**src/rtl/game2048_pkg.sv**
```systemverilog
// Shared encodings for the 2048 game controller: board size, move directions,
// sequencer states and the spawn-position LFSR step.
package game2048_pkg;

  localparam int BOARD_CELLS = 16;
  localparam int IDX_W       = 4;
  localparam int LFSR_W      = 16;

  typedef enum logic [1:0] {
    DIR_UP    = 2'd0,
    DIR_DOWN  = 2'd1,
    DIR_LEFT  = 2'd2,
    DIR_RIGHT = 2'd3
  } dir_t;

  typedef enum logic [2:0] {
    ST_INIT    = 3'd0,
    ST_WAIT_IN = 3'd1,
    ST_MOVE    = 3'd2,
    ST_SPAWN   = 3'd3,
    ST_CHECK   = 3'd4,
    ST_WIN     = 3'd5,
    ST_LOSE    = 3'd6
  } state_t;

  // Fibonacci LFSR, taps 16,14,13,11, shifting toward the MSB.
  function automatic logic [LFSR_W-1:0] lfsr_next(input logic [LFSR_W-1:0] v);
    return {v[LFSR_W-2:0], v[15] ^ v[13] ^ v[12] ^ v[10]};
  endfunction

endpackage

```
**src/rtl/move_sequencer_spawn_picker.sv**
```systemverilog
// Rotating-priority search for the first empty cell at or after 'start',
// wrapping past the last cell.
module spawn_picker
  import game2048_pkg::*;
(
  input  logic [BOARD_CELLS-1:0] empty_mask,
  input  logic [IDX_W-1:0]       start,
  output logic [IDX_W-1:0]       idx,
  output logic                   found
);

  // Walk from the farthest offset back to zero so the nearest hit wins.
  always_comb begin
    idx   = start;
    found = |empty_mask;
    for (int i = BOARD_CELLS - 1; i >= 0; i--) begin
      if (empty_mask[start + IDX_W'(i)])
        idx = start + IDX_W'(i);
    end
  end

endmodule

```
**src/rtl/move_sequencer.sv**
```systemverilog
// Game-flow sequencer for 2048: turns button edges into board-shift requests,
// places a new tile after every effective move and detects win/lose.
module move_sequencer
  import game2048_pkg::*;
#(
  parameter logic [15:0] LFSR_SEED = 16'hACE1
) (
  input  logic                   Clk,
  input  logic                   Reset,
  input  logic                   btn_up,
  input  logic                   btn_down,
  input  logic                   btn_left,
  input  logic                   btn_right,
  input  logic                   restart,
  output logic                   move_req,
  output logic [1:0]             move_dir,
  input  logic                   move_ack,
  input  logic                   move_changed,
  output logic                   spawn_req,
  output logic [IDX_W-1:0]       spawn_idx,
  input  logic                   spawn_ack,
  input  logic [BOARD_CELLS-1:0] empty_mask,
  input  logic                   can_merge,
  input  logic                   win_flag,
  output logic                   board_clr,
  output logic                   busy,
  output logic                   game_won,
  output logic                   game_over
);

  state_t            state;
  logic [LFSR_W-1:0] lfsr;
  logic [3:0]        btn;
  logic [3:0]        btn_q;
  logic [3:0]        press;
  logic              restart_q;
  logic              restart_edge;
  dir_t              press_dir;
  logic [IDX_W-1:0]  pick_idx;
  logic              pick_found;

  assign btn          = {btn_right, btn_left, btn_down, btn_up};
  assign press        = btn & ~btn_q;
  assign restart_edge = restart & ~restart_q;

  // Later assignments override earlier ones, so Up ends up with top priority.
  always_comb begin
    press_dir = DIR_RIGHT;
    if (press[2]) press_dir = DIR_LEFT;
    if (press[1]) press_dir = DIR_DOWN;
    if (press[0]) press_dir = DIR_UP;
  end

  spawn_picker u_picker (
    .empty_mask (empty_mask),
    .start      (lfsr[IDX_W-1:0]),
    .idx        (pick_idx),
    .found      (pick_found)
  );

  assign board_clr = (state == ST_INIT);
  assign busy      = (state == ST_INIT) || (state == ST_MOVE) ||
                     (state == ST_SPAWN) || (state == ST_CHECK);

  always_ff @(posedge Clk or posedge Reset) begin
    if (Reset) begin
      state     <= ST_INIT;
      lfsr      <= LFSR_SEED;
      btn_q     <= '0;
      restart_q <= 1'b0;
      move_req  <= 1'b0;
      move_dir  <= DIR_UP;
      spawn_req <= 1'b0;
      spawn_idx <= '0;
      game_won  <= 1'b0;
      game_over <= 1'b0;
    end else begin
      lfsr      <= lfsr_next(lfsr);
      btn_q     <= btn;
      restart_q <= restart;

      case (state)
        ST_INIT: begin
          game_won  <= 1'b0;
          game_over <= 1'b0;
          if (pick_found) begin
            state     <= ST_SPAWN;
            spawn_req <= 1'b1;
            spawn_idx <= pick_idx;
          end else begin
            state <= ST_CHECK;
          end
        end

        ST_WAIT_IN: begin
          if (restart_edge) begin
            state <= ST_INIT;
          end else if (|press) begin
            state    <= ST_MOVE;
            move_req <= 1'b1;
            move_dir <= press_dir;
          end
        end

        ST_MOVE: begin
          if (move_ack) begin
            move_req <= 1'b0;
            if (!move_changed) begin
              state <= ST_WAIT_IN;
            end else if (pick_found) begin
              state     <= ST_SPAWN;
              spawn_req <= 1'b1;
              spawn_idx <= pick_idx;
            end else begin
              // Board full after the shift: nothing to place, go judge it.
              state <= ST_CHECK;
            end
          end
        end

        ST_SPAWN: begin
          if (spawn_ack) begin
            spawn_req <= 1'b0;
            state     <= ST_CHECK;
          end
        end

        ST_CHECK: begin
          if (win_flag) begin
            state    <= ST_WIN;
            game_won <= 1'b1;
          end else if ((empty_mask == '0) && !can_merge) begin
            state     <= ST_LOSE;
            game_over <= 1'b1;
          end else begin
            state <= ST_WAIT_IN;
          end
        end

        ST_WIN, ST_LOSE: begin
          if (restart_edge) begin
            state     <= ST_INIT;
            game_won  <= 1'b0;
            game_over <= 1'b0;
          end
        end

        default: state <= ST_INIT;
      endcase
    end
  end

endmodule

```
**config.mk**
```make
export PLATFORM = sky130hd
export DESIGN_NAME = move_sequencer
export DESIGN_NICKNAME = d
export VERILOG_FILES = /design/src/rtl/game2048_pkg.sv /design/src/rtl/move_sequencer_spawn_picker.sv /design/src/rtl/move_sequencer.sv
export SDC_FILE = /design/constraint.sdc
export NUM_CORES = 1
export LEC_CHECK = 0
export ABC_AREA = 1
export BUFFER_PORTS_ARGS = -buffer_cell sky130_fd_sc_hd__buf_2
export CAP_MARGIN = 10
export CORE_ASPECT_RATIO = 2
export CORE_MARGIN = 2
export CORE_UTILIZATION = 58
export DETAILED_ROUTE_END_ITERATION = 10
export PLACE_DENSITY = 0.8
export SYNTH_ARGS = -nofsm -noshare
export SYNTH_HDL_FRONTEND = slang
export SYNTH_SLANG_ARGS = --single-unit
```
**constraint.sdc**
```tcl
create_clock -name Clk -period 3.7 [get_ports Clk]
set_input_delay 0.37 -clock Clk [delete_from_list [all_inputs] [get_ports Clk]]
set_output_delay 0.37 -clock Clk [all_outputs]
set_load 0.005 [all_outputs]
```
==> results.md, run 1 <==
Status:
- The run finished with clean final reports.

Place:
- The congestion estimate from routability-driven global placement came to roughly 1.
- Summed over all nets, the half-perimeter wirelength after detailed placement is 7330 microns.
- The number of buffers inserted by port buffering is 39.
- After detailed placement, the total cell area comes to 3180 sq um.
- Prior to clock tree synthesis, the placed netlist has a worst setup slack of 0.547 ns.

STA:
- The number of setup violations in the final report is 0.
- The worst path uses 85.9% of the clock period.
- The max-slew violation count is 0.
- Setup slack on the critical path of the routed design comes to 0.523 ns.
- The smallest hold slack is 0.0690 ns.
- The slew at the pin with the worst max-slew slack is 0.474 ns.
- The clock period minus worst slack is 3.18 ns.
- Headroom to the max-slew limit came out at 68.4%.
- Setup repair after global routing left no endpoint under its margin.
- Timing would allow up to about 310 MHz.
- The maximum clock skew at final layout is 0.0115 ns.
- The final hold violation count is 0.
- Summed over all failing endpoints, the final setup total negative slack is 0 ns.

Logic synthesis:
- After synthesis, the share of flip-flops with an asynchronous set or reset is between 90% and 100%.
- Summing every instance area after synthesis gives roughly 2900 sq um.
- Counting every instance in the synthesized netlist gives about 500.
- The top cell type by area accounts for around a quarter of the synthesized area.
- The number of unique standard cell types used by synthesis is 33.
- The Yosys step of the flow raised 0 warnings.
- The number of nets handed over by synthesis was roughly 530.
- The commonest cells after synthesis are 205 x sky130_fd_sc_hd__nand2_1, 73 x sky130_fd_sc_hd__nand3_1, 60 x sky130_fd_sc_hd__inv_1, 34 x sky130_fd_sc_hd__a21oi_1, 26 x sky130_fd_sc_hd__dfrtp_1.
- The synthesized design spends more area on one cell type than any other, namely sky130_fd_sc_hd__nand2_1.
- A synthesized cell averages 6.00 sq um.
- In the synthesized netlist the dominant register cell turns out to be sky130_fd_sc_hd__dfrtp_1.
- Counting flops with a built-in enable in the synthesized netlist gives 0.
- In the post-synthesis netlist, the biggest area contributors are sky130_fd_sc_hd__nand2_1 26%, sky130_fd_sc_hd__dfrtp_1 22%, sky130_fd_sc_hd__nand3_1 12%.
- The most numerous cell in the Yosys netlist is sky130_fd_sc_hd__nand2_1.
- Of the synthesized area, sequential elements account for 29.3%.
- The synthesis-stage register bit count is 34.

Clock tree:
- The source-to-sink clock delay at the later pin of the worst-skew pair is 0.30 ns.
- Clock-pin slew was measured on the worst setup and hold paths at 0.08 ns.
- Post-CTS timing repair inserted 0 buffers for setup.
- TritonCTS built the clock tree.
- The maximum clock insertion buffer count is 2.
- The tree is rooted in a sky130_fd_sc_hd__clkbuf_8.
- The total of hold buffers inserted after clock tree synthesis is 0.
- The number of clock buffers inserted by TritonCTS is 5.
- The count of H-tree levels built during CTS is 2.
- The count of cells resized by post-cts repair is 0.
- The clock net in this run drives a total of 34 sinks.

Global route:
- The total track usage is a little over a third.
- The first global-routing pass estimated 14500 microns of wire.
- The maximum number of pins on one net before global-route repair is 24.
- Summed over all layers, the global routing overflow is 0.
- The number of antenna violations at the first check in global routing is 0.
- The number of global-route vias before repair is 3292.

Route:
- Using the TritonRoute via totals, the vias-per-cell ratio works out to 5.64.
- The number of nets with antenna violations after routing is 0.
- For this run, design rule violations remaining after detail routing come to 0.
- The average wire per standard cell is 15.7 microns.
- The final wirelength is about 9200 microns.
- Before antenna repair, the detailed router went through 6 iterations.
- The number of violations reported at the end of detailed-routing iteration 0 is 132.
- Across all layers, the routed design uses 3321 vias.

Power:
- The worst ir drop on vdd is between 300 and 400 uV.
- The areal power density over the cells is 366 nW/um^2.
- The design draws about 0.0012 W.
- The leakage power is 1.90 nW.

Worst setup path:
- The type of element capturing the critical path is a register.
- The critical path launch point type is a register.
- The required time of the critical path is 3.88 ns.
- The critical path data arrival time is approximately 3.4 ns.
- The largest driver fanout on the critical path is 18.
- The type of the worst setup path is reg2reg.

Finish:
- The number of antenna diodes in the final layout is 0.
- The final net count is 566.
- Compared with the post-synthesis result, the final layout area differs by 11.4%.
- Counting the fill cells in the layout gives 466.
- The post-route standard cell area excluding fillers is 3270 sq um.
- Cells with a size suffix above 1 make up 12.6% of the layout.

Die:
- The core region is slightly below 5000 sq um.
- The initial core utilization is 60.4%.
- The count of standard-cell rows is 36.
- The die covers 5690 sq um.
- During I/O placement, the number of pins put on the boundary was 40.
- The die is 105 microns tall.
- The die is 54.3 microns wide.

Flow run:
- The tool flagged a number of max-cap violations equal to 0.

Min path:
- The worst hold-check path type is in2async.
==> worst paths after layout <==
check | start | slack [ns] | endpoint | cells past startpoint
worst max-delay path | lfsr[0] | 0.52 | spawn_idx[0] | 24
worst min-delay path | Reset | 0.07 | move_req | 2
worst max register to register | lfsr[0] | 0.52 | spawn_idx[0] | 24
worst min register to register | lfsr[4] | 0.34 | lfsr[5] | 0
max in group asynchronous | Reset | 2.93 | lfsr[6] | 3
min in group Clk | btn_right | 0.20 | btn_q[3] | 1
==> kinds of logic (layout without fill, tap and decap cells) <==
logic type	Yosys count	after routing	share of synthesized area, %
XOR/XNOR	9	9	3.32
AO/OA/AOI/OAI	57	57	10.5
flip-flops	34	34	29.3
buffers and inverters	74	116	10.5
AND/OR/NAND/NOR	309	309	43.4
adder cells (fa/ha/maj)	7	7	2.98
==> flip-flops by register name (all words and copies together), names as in the netlist <==
name / flops
spawn_idx: 4
restart_q: 1
state: 3
move_req: 1
game_won: 1
game_over: 1
move_dir: 2
btn_q: 4
spawn_req: 1
lfsr: 16
==> layout make-up <==
type	count	area [sq um]	area share, %
Clock buffer	6	82.6	2.52
Clock inverter	2	12.5	0.382
Inverter	63	236	7.22
Multi-Input combinational cell	382	1770	54.1
Sequential cell	34	861	26.3
Tap cell	57	71.3	2.18
Timing Repair Buffer	45	240	7.34
==> worst max-delay path: stages, from the launching register on <==
cell and delay (ns):
sky130_fd_sc_hd__dfstp_2 0.60, sky130_fd_sc_hd__inv_2 0.15, sky130_fd_sc_hd__ha_1 0.34, sky130_fd_sc_hd__inv_1 0.30, sky130_fd_sc_hd__nand3_1 0.15, sky130_fd_sc_hd__nand3_1 0.13, sky130_fd_sc_hd__nand2_1 0.11, sky130_fd_sc_hd__nand2_1 0.12
sky130_fd_sc_hd__nand2_1 0.16, sky130_fd_sc_hd__inv_1 0.09, sky130_fd_sc_hd__nand2_1 0.05, sky130_fd_sc_hd__nand2_1 0.05, sky130_fd_sc_hd__nand2_1 0.04, sky130_fd_sc_hd__nand2_1 0.05, sky130_fd_sc_hd__nand2_1 0.04, sky130_fd_sc_hd__nand2_1 0.05
sky130_fd_sc_hd__nand2_1 0.05, sky130_fd_sc_hd__nand2_1 0.05, sky130_fd_sc_hd__nand2_1 0.04, sky130_fd_sc_hd__nand2_1 0.05, sky130_fd_sc_hd__nand2_1 0.11, sky130_fd_sc_hd__nand2_1 0.08, sky130_fd_sc_hd__nand2_1 0.05, sky130_fd_sc_hd__nand3_1 0.12
sky130_fd_sc_hd__nand2_1 0.06
==> power breakdown <==
| part | internal [W] | switching, W | leakage, nW | total [W] |
|---|---|---|---|---|
| Combinational | 0.000163 | 0.000267 | 1.44 | 0.000430 |
| Sequential | 0.000432 | 0.0000495 | 0.415 | 0.000481 |
| Clock | 0.000149 | 0.000138 | 0.0472 | 0.000287 |
==> through the flow <==
stage               cells  util [%]
finish                589      67.3
global route          589      67.3
CTS                   589      67.3
detailed placement    581      65.3
global placement      581      65.3
floorplan             490         -
==> layer usage <==
layer / vias to the layer above / global-route usage (%) / part of all wire [%]
met3: 50 / 4.14 / 4.5
met4: 0 / 33.8 / 10
met2: 130 / 61.7 / 53
met5: - / 0 / 0
met1: 1493 / 32.4 / 33
li1: 1648 / - / -
==> layout by cell type, fill, tap and decap left out, types with 2 or more instances in the layout <==
| master | instances |
|---|---|
| sky130_fd_sc_hd__clkinv_1 | 2 |
| sky130_fd_sc_hd__buf_2 | 39 |
| sky130_fd_sc_hd__xor2_1 | 6 |
| sky130_fd_sc_hd__o21ai_1 | 3 |
| sky130_fd_sc_hd__inv_1 | 60 |
| sky130_fd_sc_hd__nor2_1 | 21 |
| sky130_fd_sc_hd__nand2_1 | 205 |
| sky130_fd_sc_hd__o22ai_1 | 2 |
| sky130_fd_sc_hd__a21oi_1 | 34 |
| sky130_fd_sc_hd__nand3_1 | 73 |
| sky130_fd_sc_hd__nand2_2 | 2 |
| sky130_fd_sc_hd__dfstp_2 | 8 |
| sky130_fd_sc_hd__dfrtp_1 | 26 |
| sky130_fd_sc_hd__nor4_1 | 4 |
| sky130_fd_sc_hd__or2_2 | 2 |
| sky130_fd_sc_hd__clkbuf_8 | 6 |
| sky130_fd_sc_hd__xnor2_1 | 2 |
| sky130_fd_sc_hd__ha_1 | 7 |
| sky130_fd_sc_hd__buf_4 | 6 |
| sky130_fd_sc_hd__o21ai_0 | 10 |
No activity file was read; power rests on OpenSTA's default activity.
==> run 2, diff against run 1 <==
- CORE_UTILIZATION: 58 -> 55
- PLACE_DENSITY: 0.8 -> 0.77
==> results.md, run 2 (same netlist as run 1, synthesis figures left out) <==
Clock tree:
- The number of clock buffers inserted by TritonCTS is 5 (unchanged).
- The clock-pin slew on the worst setup and hold paths is 0.07 ns (about the same).
- The count of cells resized by post-cts repair is 0 (unchanged).
- The count of H-tree levels built during CTS is 2 (unchanged).
- TritonCTS built the clock tree.
- The post-CTS repair timing setup buffer count is 0 (unchanged).
- The tree is rooted in a sky130_fd_sc_hd__clkbuf_8.
- The maximum clock insertion buffer count is 2 (unchanged).
- The source-to-sink clock delay at the later pin of the worst-skew pair was 0.30 ns (about the same).
- The total of hold buffers inserted after clock tree synthesis was 0 (unchanged).
- The clock net sink count is 34 (unchanged).

STA:
- The slew at the pin with the worst max-slew slack was 0.547 ns (+0.0731 ns).
- The final hold violation count is 0 (unchanged).
- The headroom to the max-slew limit came to 63.5% (-4.9 points).
- The max-slew violation count is 0 (unchanged).
- The final critical-path share of the clock period is 87.5% (+1.6 points).
- The maximum achievable frequency was 309 MHz (-1.8%).
- The worst setup margin is 0.464 ns (-0.0589 ns).
- The clock period minus worst slack is 3.24 ns (+0.0589 ns).
- The setup total negative slack was 0 ns (unchanged).
- The number of setup violations in the final report is 0 (unchanged).
- Setup repair after global routing left no endpoint under its margin.
- The maximum clock skew at final layout came to 0.00362 ns (-0.00790 ns).

Die:
- The I/O pin total is 40 (unchanged).
- The die height was 107 microns (+2.6%).
- The die area is 5980 sq um (+5.1%).
- The initial core utilization is 57.2% (-3.2 points).
- The count of standard-cell rows was 37 (+2.8%).
- The core area is 5140 sq um (+5.6%).
- The horizontal extent of the die is 55.7 microns (+2.5%).

Worst setup path:
- Grouping stages by cell kind, the critical path spends the most delay in simple AND/OR/NAND/NOR gates.
- The number of stages on the worst setup path is 26 (+8.3%).
- The required time of the critical path came to 3.88 ns (about the same).
- Tracing the worst setup path back leads to its startpoint at lfsr[0].
- The critical path's most frequent cell is sky130_fd_sc_hd__nand2_1.
- On the critical path, the stage with the largest delay is an instance of sky130_fd_sc_hd__dfstp_2.
- STA classifies the critical path startpoint as a register.
- The number of cell instances on the worst register-to-register path is 26 (+8.3%).
- The reg-to-reg critical path endpoint is spawn_idx[0].
- The flop-to-flop setup slack came to 0.46 ns (-0.06 ns).
- The stage delay of the slowest cell on the critical path is 0.61 ns (about the same).
- The type of element capturing the critical path is a register.
- The start of the worst register-to-register path is lfsr[0].
- The type of the worst setup path is reg2reg.
- The largest driver fanout on the critical path is 18 (unchanged).
- The critical path data arrival time is 3.42 ns (+0.06 ns).
- The count of buffering cells on the critical path with inverters included came to 3 (unchanged).
- The endpoint of the most critical setup path is spawn_idx[0].

Route:
- The total number of vias came to 3303 (-0.54%).
- The iteration count of the initial detailed-routing pass was 5 (-1).
- The average wire per standard cell was 15.7 microns (about the same).
- The number of violations reported at the end of detailed-routing iteration 0 came to 299 (+130%).
- The total DRC errors in the routed layout came to 0 (unchanged).
- The number of nets with antenna violations after routing is 0 (unchanged).
- The via-per-instance ratio is 5.59 (-0.88%).
- The final wirelength is 9260 microns (+0.30%).

Power:
- The worst ir drop on vdd is 549 uV (+39%).
- The leakage power was 1.92 nW (+0.55%).
- The areal power density over the cells is 358 nW/um^2 (-2.3%).
- The total power after layout was 0.00118 W (-1.8%).

Finish:
- The filler cell count is 528 (+13%).
- Relative to the synthesized area, the layout overhead comes to 12.0%.
- The library cells used most frequently in the layout, excluding fill and tap cells, are 205 x sky130_fd_sc_hd__nand2_1, 73 x sky130_fd_sc_hd__nand3_1, 60 x sky130_fd_sc_hd__inv_1.
- The most common library cell in the layout ignoring fill and taps is sky130_fd_sc_hd__nand2_1.
- The final antenna diode count came to 0 (unchanged).
- The largest registers in the layout are lfsr: 16 flops, btn_q: 4 flops, spawn_idx: 4 flops.
- The register with the most flip-flops is lfsr.
- The flip-flop count of the largest register, all copies and words added is 16 (unchanged).
- The share of cells above drive strength 1 was 12.6% (-0.024 points).
- The final net count is 567 (+0.18%).

Flow run:
- The max-cap check violation count is 0 (unchanged).

Min path:
- The worst hold-check path type is in2async.

Global route:
- The number of antenna violations at the first check in global routing came to 0 (unchanged).
- The total grt overflow came to 0 (unchanged).
- The first-pass GRT wire length is 15300 microns (+5.9%).
- The total track usage is 33.6% (-2.2 points).
- The maximum number of pins on one net before global-route repair came to 31 (+29%).
- The number of global-route vias before repair is 3465 (+5.3%).

Status:
- The run finished with clean final reports.

Place:
- The weighted congestion reported at the end of routability-driven placement is 1.01 (+2.9%).
- The number of buffers inserted by port buffering was 39 (unchanged).
- The worst slack after detailed placement came to 0.486 ns (-0.0606 ns).
- The HPWL after detailed placement is 7380 microns (+0.66%).
[run 2: cell types whose count changed in the layout (fill, tap and decap cells not counted), sizes merged]
cell,delta
clkinv,+1
clkinvlp,-1
buf,+1
[run 2: worst min path at each step]
stage,slack [ns],start,cells past startpoint,endpoint
after floorplan,0.33,lfsr[8],0,lfsr[9]
after global placement,0.34,lfsr[9],0,lfsr[10]
after detailed placement,0.34,lfsr[4],0,lfsr[5]
after CTS,0.19,btn_right,1,btn_q[3]
after global routing,0.15,Reset,2,btn_q[3]
final,0.11,Reset,2,move_req
[run 2: final cells by class]
type,count,area [sq um],share of cell area [%]
clock inverter,2,10.0,0.304
timing repair buffer,46,268,8.14
clock buffer,6,72.6,2.21
multi-input combinational,382,1770,53.8
tap,58,72.6,2.21
sequential,34,861,26.2
inverter,63,236,7.19
[run 2: power breakdown]
group / total [W] / internal, W / leakage, nW / switching, W
sequential: 0.000480 / 0.000432 / 0.415 / 0.0000478
clock: 0.000265 / 0.000130 / 0.0450 / 0.000135
combinational: 0.000433 / 0.000166 / 1.46 / 0.000266
total: 0.00118 / 0.000728 / 1.92 / 0.000449
[run 2: routing by layer]
metal,global-route usage [%],up-vias,part of all wire (%)
met3,3.13,46,4.0
met2,64.9,131,57
met5,0,-,0
met4,27.5,0,7.3
li1,-,1644,-
met1,30.2,1482,32
[run 2: stage by stage]
stage / hold slack, ns / area [sq um] / util [%] / std cells
floorplan: 0.331 / 2940 / - / 490
global placement: 0.341 / 3180 / 61.9 / 582
detailed placement: 0.340 / 3180 / 61.9 / 582
CTS: 0.186 / 3260 / 63.5 / 590
global route: 0.151 / 3290 / 64.0 / 591
finish: 0.105 / 3290 / 64.0 / 591
[run 2: worst register-to-register path, delay by kind of cell (launching register included)]
family / cells / cell delay, ns
fa+ha+maj: 1 / 0.34
flops: 1 / 0.61
simple gates: 21 / 1.62
compound gates: 1 / 0.05
buf+inv: 3 / 0.51
